===== config.mk =====
export PLATFORM = sky130hd
export DESIGN_NAME = fetch_sequencer_flat
export DESIGN_NICKNAME = d
export VERILOG_FILES = /design/src/rtl/fetch_sequencer_if.sv /design/src/rtl/fetch_sequencer.sv /design/src/flat_wrapper.sv
export SDC_FILE = /design/constraint.sdc
export NUM_CORES = 1
export LEC_CHECK = 0
export CORE_MARGIN = 2
export CORE_UTILIZATION = 51
export DETAILED_ROUTE_END_ITERATION = 7
export GPL_TIMING_DRIVEN = 0
export PLACE_DENSITY_LB_ADDON = 0.12
export SLEW_MARGIN = 20
export SYNTH_ARGS = -nofsm -noshare
export SYNTH_HDL_FRONTEND = slang
export SYNTH_SLANG_ARGS = --single-unit

===== constraint.sdc =====
create_clock -name clk -period 3 [get_ports clk]
set_clock_uncertainty 0.2 [all_clocks]
set_input_delay 0.3 -clock clk [delete_from_list [all_inputs] [get_ports clk]]
set_output_delay 0.3 -clock clk [all_outputs]
set_load 0.02 [all_outputs]

===== src/rtl/fetch_sequencer_if.sv =====
// Fetch-stage bus: hazard/branch controls in, instruction-memory request and
// IF/ID register contents out.
interface fetch_sequencer_if;
  logic        stall;
  logic        branch_taken;
  logic [31:0] branch_target;
  logic        halt;
  logic        imem_ena;
  logic [31:0] imem_addr;
  logic [31:0] ifid_pc;
  logic [31:0] ifid_pc_plus_4;
  logic        ifid_valid;
  logic        flush;
  logic        misalign_err;
  logic [31:0] fetch_count;
  logic [1:0]  state;

  // master drives the control inputs (hazard unit / EX); slave is the sequencer
  modport master (
    output stall, branch_taken, branch_target, halt,
    input  imem_ena, imem_addr, ifid_pc, ifid_pc_plus_4, ifid_valid,
           flush, misalign_err, fetch_count, state
  );

  modport slave (
    input  stall, branch_taken, branch_target, halt,
    output imem_ena, imem_addr, ifid_pc, ifid_pc_plus_4, ifid_valid,
           flush, misalign_err, fetch_count, state
  );
endinterface


===== src/rtl/fetch_sequencer.sv =====
// Fetch-stage controller: owns the PC, drives the synchronous instruction
// memory and produces the IF/ID register contents, flush pulse and status.
module fetch_sequencer #(
  parameter logic [31:0] RESET_PC    = 32'h0000_0000,
  parameter int unsigned BOOT_CYCLES = 2
) (
  input  logic             clk,
  input  logic             reset,
  fetch_sequencer_if.slave bus
);

  typedef enum logic [1:0] {
    ST_BOOT   = 2'd0,
    ST_RUN    = 2'd1,
    ST_HALTED = 2'd2
  } state_e;

  // BOOT_CYCLES of 0 and 1 both leave BOOT on the first edge after release
  localparam logic [31:0] BOOT_LAST = (BOOT_CYCLES == 0) ? 32'd0 : 32'(BOOT_CYCLES - 1);

  state_e      r_state;
  logic [31:0] r_boot_cnt;
  logic [31:0] r_pc;
  logic [31:0] r_ifid_pc;
  logic [31:0] r_ifid_pc_plus_4;
  logic        r_ifid_valid;
  logic        r_flush;
  logic        r_misalign_err;
  logic [31:0] r_fetch_count;

  logic        w_fetch;
  logic [31:0] w_pc_plus_4;
  logic [31:0] w_target;
  logic        w_target_misaligned;

  // A taken branch overrides halt, so the wrong-path fetch still goes out
  assign w_fetch             = (r_state == ST_RUN) & ~bus.stall
                               & ~(bus.halt & ~bus.branch_taken);
  assign w_pc_plus_4         = r_pc + 32'd4;
  assign w_target            = {bus.branch_target[31:2], 2'b00};
  assign w_target_misaligned = |bus.branch_target[1:0];

  assign bus.imem_ena       = w_fetch;
  assign bus.imem_addr      = r_pc;
  assign bus.ifid_pc        = r_ifid_pc;
  assign bus.ifid_pc_plus_4 = r_ifid_pc_plus_4;
  assign bus.ifid_valid     = r_ifid_valid;
  assign bus.flush          = r_flush;
  assign bus.misalign_err   = r_misalign_err;
  assign bus.fetch_count    = r_fetch_count;
  assign bus.state          = r_state;

  // NOTE: every register here is updated with <= so all reads in this block
  // see the pre-edge values, matching the one-cycle pipeline semantics.
  always_ff @(posedge clk) begin
    if (!reset) begin
      r_state          <= ST_BOOT;
      r_boot_cnt       <= 32'd0;
      r_pc             <= RESET_PC;
      r_ifid_pc        <= 32'd0;
      r_ifid_pc_plus_4 <= 32'd4;
      r_ifid_valid     <= 1'b0;
      r_flush          <= 1'b0;
      r_misalign_err   <= 1'b0;
      r_fetch_count    <= 32'd0;
    end else begin
      r_flush <= 1'b0;
      if (w_fetch) r_fetch_count <= r_fetch_count + 32'd1;

      case (r_state)
        ST_BOOT: begin
          if (r_boot_cnt == BOOT_LAST) r_state <= ST_RUN;
          else                         r_boot_cnt <= r_boot_cnt + 32'd1;
        end

        ST_RUN: begin
          if (bus.branch_taken) begin
            // squash the wrong-path fetch even when stalled
            r_pc         <= w_target;
            r_ifid_valid <= 1'b0;
            r_flush      <= 1'b1;
            if (w_target_misaligned) r_misalign_err <= 1'b1;
          end else if (bus.halt) begin
            r_state      <= ST_HALTED;
            r_ifid_valid <= 1'b0;
          end else if (!bus.stall) begin
            r_pc             <= w_pc_plus_4;
            r_ifid_pc        <= r_pc;
            r_ifid_pc_plus_4 <= w_pc_plus_4;
            r_ifid_valid     <= 1'b1;
          end
        end

        ST_HALTED: begin
          if (!bus.stall) r_ifid_valid <= 1'b0;
        end

        default: r_state <= ST_BOOT;
      endcase
    end
  end

endmodule


===== src/flat_wrapper.sv =====
// flat-port wrapper written by rule: the top's interface ports become plain ports
module fetch_sequencer_flat 
#(
  parameter logic [31:0] RESET_PC    = 32'h0000_0000,
  parameter int unsigned BOOT_CYCLES = 2
)
  (clk, reset, bus_stall, bus_branch_taken, bus_branch_target, bus_halt, bus_imem_ena, bus_imem_addr, bus_ifid_pc, bus_ifid_pc_plus_4, bus_ifid_valid, bus_flush, bus_misalign_err, bus_fetch_count, bus_state);
  fetch_sequencer_if bus_i ();
  input  logic clk;
  input  logic reset;
  input wire logic [$bits(bus_i.stall)-1:0] bus_stall;
  input wire logic [$bits(bus_i.branch_taken)-1:0] bus_branch_taken;
  input wire logic [$bits(bus_i.branch_target)-1:0] bus_branch_target;
  input wire logic [$bits(bus_i.halt)-1:0] bus_halt;
  output wire logic [$bits(bus_i.imem_ena)-1:0] bus_imem_ena;
  output wire logic [$bits(bus_i.imem_addr)-1:0] bus_imem_addr;
  output wire logic [$bits(bus_i.ifid_pc)-1:0] bus_ifid_pc;
  output wire logic [$bits(bus_i.ifid_pc_plus_4)-1:0] bus_ifid_pc_plus_4;
  output wire logic [$bits(bus_i.ifid_valid)-1:0] bus_ifid_valid;
  output wire logic [$bits(bus_i.flush)-1:0] bus_flush;
  output wire logic [$bits(bus_i.misalign_err)-1:0] bus_misalign_err;
  output wire logic [$bits(bus_i.fetch_count)-1:0] bus_fetch_count;
  output wire logic [$bits(bus_i.state)-1:0] bus_state;
  assign bus_i.stall = bus_stall;
  assign bus_i.branch_taken = bus_branch_taken;
  assign bus_i.branch_target = bus_branch_target;
  assign bus_i.halt = bus_halt;
  assign bus_imem_ena = bus_i.imem_ena;
  assign bus_imem_addr = bus_i.imem_addr;
  assign bus_ifid_pc = bus_i.ifid_pc;
  assign bus_ifid_pc_plus_4 = bus_i.ifid_pc_plus_4;
  assign bus_ifid_valid = bus_i.ifid_valid;
  assign bus_flush = bus_i.flush;
  assign bus_misalign_err = bus_i.misalign_err;
  assign bus_fetch_count = bus_i.fetch_count;
  assign bus_state = bus_i.state;
  fetch_sequencer #(.RESET_PC(RESET_PC), .BOOT_CYCLES(BOOT_CYCLES)) u_core (.clk(clk), .reset(reset), .bus(bus_i));
endmodule

# --- Yosys cells after proc, flatten, opt, wreduce, memory -nomap -nowiden ---
# Index checks and enable logic that the tools add are counted.
op_classes:
  n_addsub: 3
  n_eq_ne: 10
  muxes: 13
  bitwise_logic: 9
  reduce_logical: 10
ops:
  columns: ["cell", "n"]
  rows:
  - ["2-to-1 mux 32 bit", 3]
  - ["adder 32 x 1 -> 32 bit, second input constant", 2]
  - ["adder 32 x 3 -> 32 bit, second input constant", 1]
  - ["== test 32 x 1 -> 1 bit, second input constant", 1]
  - ["AND reduction 3 bit", 3]
  - ["inequality test 2 bit, second input constant", 4]
  - ["AND reduction 4 bit", 2]
  - ["2-to-1 mux 2 bit", 3]
  - ["NOT 1 bit", 6]
  - ["case mux 2 bit (3 select lines)", 1]
  - ["2-to-1 mux 1 bit", 5]
  - ["inequality test 2 x 1 -> 1 bit, second input constant", 2]
  - ["inequality test 4 bit, second input constant", 1]
  - ["AND reduction 2 bit", 2]
  - ["AND 1 bit", 3]
  - ["== test 2 x 1 -> 1 bit, second input constant", 1]
  - ["== test 2 bit, second input constant", 1]
  - ["zero test 2 bit", 1]
  - ["case mux 1 bit (2 select lines)", 1]
  - ["nonzero test 2 bit", 1]
  - ["OR reduction 2 bit", 1]
totals:
  ff_bits: 165
  input_bits: 37
  output_inout_bits: 134
  elab_cells: 54

# --- Logic depth before layout (Yosys ltp) ---
logic_depth:
  depth_word: 4
  mapped_depth: 8
  mapped_depth_nobuf: 7

# --- Worst setup path before layout ---
# No wires, ideal clock.
synth_timing:
  path_kind: "reg2reg"
  from: "register u_core.r_pc[2], in the netlist u_core.bus.imem_addr[2]"
  to: "register u_core.r_pc[28], in the netlist u_core.bus.imem_addr[28]"
  setup_time_ns: 0.074
  arrival_ns: 2.320
  required_time_ns: 2.726
  setup_slack_ns: 0.406
  stages_incl_launch_ff: 7
  n_path_buf: 0
  synth_period_minus_slack_ns: 2.594
  cell_sequence: "dfxtp_1 -> ha_1 -> nand3_1 -> nor4_1 -> nand4_1 -> or3_1 -> a31oi_1"
synth_between:
  elab_chain_len: 4
synth_lines:
  columns: ["item", "line_no", "text"]
  rows:
  - ["start, declared", "fetch_sequencer.sv:23", "logic [31:0] r_pc;"]
  - ["start signal, assigned", "fetch_sequencer.sv:79", "r_pc <= w_target;"]
  - ["start signal, assigned", "fetch_sequencer.sv:87", "r_pc <= w_pc_plus_4;"]
  - ["adder 32 x 3 -> 32 bit", "fetch_sequencer.sv:39", "assign w_pc_plus_4 = r_pc + 32'd4;"]
  - ["2-to-1 mux 32 bit", "fetch_sequencer.sv:86", "end else if (!bus.stall) begin"]
  - ["2-to-1 mux 32 bit", "fetch_sequencer.sv:83", "end else if (bus.halt) begin"]
  - ["2-to-1 mux 32 bit", "fetch_sequencer.sv:77", "if (bus.branch_taken) begin"]
# Every way passes these cells. The select of a mux whose other input is x is not followed.
# A chain may end at the register's enable or synchronous reset.

# --- Worst setup path in the final report ---
layout_timing:
  from: "register u_core.r_state[0], in the netlist u_core.bus.state[0]"
  to: "output bus_imem_ena"
layout_between:
  elab_chain_len: 3
layout_lines:
  columns: ["item", "line_no", "text"]
  rows:
  - ["start, declared", "fetch_sequencer.sv:21", "state_e r_state;"]
  - ["start signal, assigned", "fetch_sequencer.sv:57", "r_state <= ST_BOOT;"]
  - ["start signal, assigned", "fetch_sequencer.sv:72", "if (r_boot_cnt == BOOT_LAST) r_state <= ST_RUN;"]
  - ["start signal, assigned", "fetch_sequencer.sv:84", "r_state <= ST_HALTED;"]
  - ["== test 2 x 1 -> 1 bit", "fetch_sequencer.sv:37", "assign w_fetch = (r_state == ST_RUN) & ~bus.stall"]
  - ["AND 1 bit", "fetch_sequencer.sv:37", null]
  - ["AND 1 bit", "fetch_sequencer.sv:38", "& ~(bus.halt & ~bus.branch_taken);"]
  - ["end, declared", "flat_wrapper.sv:15", "output wire logic [$bits(bus_i.imem_ena)-1:0] bus_imem_ena;"]
# Every way passes these cells.

==> impl_results.md <==
- Status: finished clean
- Syn Area/Cell: ~8.0 um^2
- Final Setup Violations: 0
- Crit path max-delay family: buffers and inverters
- Max clock buf depth: 2
- I/O Pins: 171
- DRT Pass-1 Iters: 5
- Critical-path cell list: clkbuf_2, nor3b_2, and2_1, clkbuf_1, clkdlybuf4s50_1
- Final WS setup: 114 ps
- Actual slew at the worst max-slew pin: ~800 ps
- Asr flop ratio synth: 0%
- Final critical-path share of the clock period: approximately 96%
- R2R depth: 6
- Num CTS Buffers: 17
- Crit path max fanout: 10
- ANT cells: 0
- Rel. slew slack: about 45%
- Max VDD drop: 411 uV
- Nets: between 1000 and 1500
- Worst skew pair latency: roughly 430 ps
- Fin crit period: 2890 ps
- H-tree Lvls: 4
- Ratio of cells with drive above 1 in the final layout: 6.05%
- Residual DRC count: 0
- Ys Warns: 0
- Met3 wire length: 2.02 mm
- Placed cell count: around 1300
- Detailed placement HPWL: between 15 and 20 mm
- CTS tree: done
- Maxcap violations: 0
- Synthesized cell area: 7520 um^2
- Register-to-register setup slack: ~210 ps
- Total GRT Usage: around 29%
- Post-synth cell types: 59
- Initial antenna violation count: 0
- Starting Density: ~52%
- Dpl ws: -147 ps
- Total power: approximately 5.7 mW
- Post-Place Cell Area: around 9400 um^2
- Uppermost layer routed: met4
- Max Clk Rate: about 0.35 GHz
- Clock Sinks: 159
- M1 WL: ~9.7 mm
- Die height: 125 um
- R2r endpoint: u_core.bus.imem_addr[25]$_SDFFE_PN0P_
- Slowest CP cell: clkdlybuf4s50_1
- Hold Path Class: flop to flop
- Fin cells: 1324
- Setup Buffers After CTS: 0
- Worst reg2reg path startpoint: u_core.bus.imem_addr[13]$_SDFFE_PN0P_
- Vias in the first global route: slightly above 7000
- Leakage: roughly 3.3 nW
- Worst hold path depth: 2
- Die area: about 16000 um^2
- DR vias: 7725
- Register area share after synthesis: a little over two fifths
- Die Wd: about 130 um
- # rows: between 40 and 50
- Max Slew Vio Count: 0
- Startpoint types: flop
- Vias per cell: about 5.8
- Drt wl/cell: between 15 and 20 um
- RSZ-0062 raised after global routing: no
- Port bufs: 164
- Final Instance Area: approximately 10000 um^2
- DR WL met2: around 11 mm
- Layout overhead on the synthesized area: 34.5%
- Placeable Area: 14500 um^2
- Largest net degree at the start of global routing: 17
- Final GP Congestion: slightly above 0.9
- Hold path endpoint: u_core.bus.ifid_pc[6]$_SDFFE_PN0P_
- Path type of the worst setup path: flop to output pin
- Top_reg_cell synth: dfxtp_1
- Overflow after GRT: 0
- Buffers and inverters on the worst path: 3
- Initial DRC Count: about 720
- Clock tree root buffer cell: clkbuf_16
- Post-Route WL: 23.4 mm
- Crit path capture type: output pin
- Synthesized flop and latch total: ~160
- Power Density: approximately 570 nW/um^2
- Largest stage delay on the critical path: ~650 ps
- Clk slew on worst S/H paths: 60 ps
- Mapped Cells: about 940
- Worst Path Required: 2500 ps
- Worst Path Arrival: 2390 ps
- EDFF count, synth: 0
- Final ANT Viol Nets: 0
- Min-Delay Startpoint: u_core.bus.ifid_pc[6]$_SDFFE_PN0P_
- First-pass GRT wire length: ~37 mm
- Fin. Hold Viols: 0
-- flip-flops by register name, summed over array words and instances (netlist names) --
register / cells
u_core.bus.fetch_count: 32
u_core.r_boot_cnt: 32
u_core.bus.ifid_pc: 30
u_core.bus.ifid_pc_plus_4: 30
u_core.bus.imem_addr: 30
u_core.bus.state: 2
u_core.bus.flush: 1
u_core.bus.ifid_valid: 1
u_core.bus.misalign_err: 1
-- timing repair --
item / 4_1_cts / 5_1_grt
setup endpoints to repair: 8 / 37
resized for setup: 2 / 7
hold buffers: 0 / 0
-- cells in the mapped netlist, types with 3 or more instances --
library cell | instances | share of area, %
dfxtp_1 | 159 | 42
nand2_1 | 119 | 5.9
nor2_1 | 86 | 4.3
a21oi_1 | 76 | 5.1
clkbuf_1 | 56 | 2.8
xnor2_1 | 52 | 6.1
o21ai_0 | 49 | 3.3
nand3_1 | 41 | 2.7
nand4_1 | 31 | 2.6
nor4_1 | 25 | 2.1
nor3_1 | 24 | 1.6
xor2_1 | 22 | 2.6
inv_1 | 19 | 0.95
and3_1 | 14 | 1.2
or3_1 | 14 | 1.2
a211oi_1 | 11 | 1.1
and4_1 | 11 | 1.3
buf_2 | 9 | 0.60
a22oi_1 | 8 | 0.80
o22ai_1 | 8 | 0.67
a31oi_1 | 7 | 0.58
buf_4 | 7 | 0.70
o31ai_1 | 7 | 0.70
and2_1 | 6 | 0.50
o211ai_1 | 6 | 0.60
o21a_1 | 6 | 0.60
or4_1 | 5 | 0.50
buf_1 | 4 | 0.20
ha_1 | 4 | 0.67
mux2i_1 | 4 | 0.53
nor4b_1 | 4 | 0.47
o31a_1 | 4 | 0.47
nand2b_1 | 3 | 0.25
nor2b_1 | 3 | 0.25
nor3b_1 | 3 | 0.30
o41ai_1 | 3 | 0.35
-- through the flow --
step / hold WS (ps) / TNS (ps) / utilization, %
after global routing: 274 / 0 / 69.9
after global placement: 243 / -791 / 65.0
final: 254 / 0 / 69.9
after detailed placement: 247 / -673 / 65.0
after CTS: 256 / 0 / 69.7
after floorplan: 258 / 0 / -
-- worst max-delay path by stage --
stage	slack [ps]	end	cells past startpoint	startpoint
after floorplan	410	u_core.bus.imem_addr[28]$_SDFFE_PN0P_	6	u_core.bus.imem_addr[2]$_SDFFE_PN0P_
after global placement	-160	u_core.bus.imem_addr[28]$_SDFFE_PN0P_	6	u_core.bus.imem_addr[2]$_SDFFE_PN0P_
after detailed placement	-150	u_core.bus.imem_addr[28]$_SDFFE_PN0P_	6	u_core.bus.imem_addr[2]$_SDFFE_PN0P_
after CTS	30	u_core.bus.ifid_pc_plus_4[22]$_SDFFE_PN0P_	7	u_core.bus.state[0]$_SDFFE_PN0P_
after global routing	2	bus_imem_ena	5	u_core.bus.state[0]$_SDFFE_PN0P_
final	110	bus_imem_ena	5	u_core.bus.state[0]$_SDFFE_PN0P_
-- per-layer routing --
layer	global-route usage, %	vias to the layer above
li1	-	3678
met1	37.9	3627
met2	47.5	369
met3	7.62	51
met4	10.7	0
met5	0	-
-- final cells by class --
cell class	count	area (um^2)
Buffer	79	348
Clock buffer	20	467
Clock inverter	12	204
Fill cell	1219	4360
Inverter	20	75.1
Multi-Input combinational cell	686	3970
Sequential cell	159	3180
Tap cell	184	230
Timing Repair Buffer	164	1640
-- logic make-up (layout without fill, tap and decap cells) --
| group | after synthesis | after routing | synth area share, % |
|---|---|---|---|
| AO/OA/AOI/OAI | 197 | 197 | 15.5 |
| flip-flops | 159 | 159 | 42.3 |
| multiplexers | 5 | 5 | 0.682 |
| AND/OR/NAND/NOR | 400 | 400 | 26.5 |
| buffers and inverters | 99 | 295 | 5.57 |
| adder cells (fa/ha/maj) | 4 | 4 | 0.666 |
| XOR/XNOR | 74 | 74 | 8.62 |
| other | 1 | 6 | 0.0499 |
-- worst min-delay path, cell delays in order, from the launching register on --
cell     delay [ps]
dfxtp_1         310
nand2_1          50
a21oi_1          50
-- power by group --
| part | internal [mW] | leakage, nW | switching [mW] |
|---|---|---|---|
| Sequential | 2.20 | 1.28 | 0.111 |
| Combinational | 0.386 | 1.72 | 0.592 |
| Clock | 1.55 | 0.319 | 0.893 |
| Total | 4.14 | 3.32 | 1.60 |
-- placed cells by master, fill, tap and decap left out, types with 22 or more instances in the layout --
master / count
nand2_1: 119
nor4_1: 22
clkdlybuf4s50_1: 164
o21ai_0: 49
nand4_1: 31
xor2_1: 22
clkbuf_1: 54
nand3_1: 41
nor2_1: 86
xnor2_1: 52
dfxtp_1: 159
a21oi_1: 76
nor3_1: 24
No activity file was read; power rests on OpenSTA's default activity.
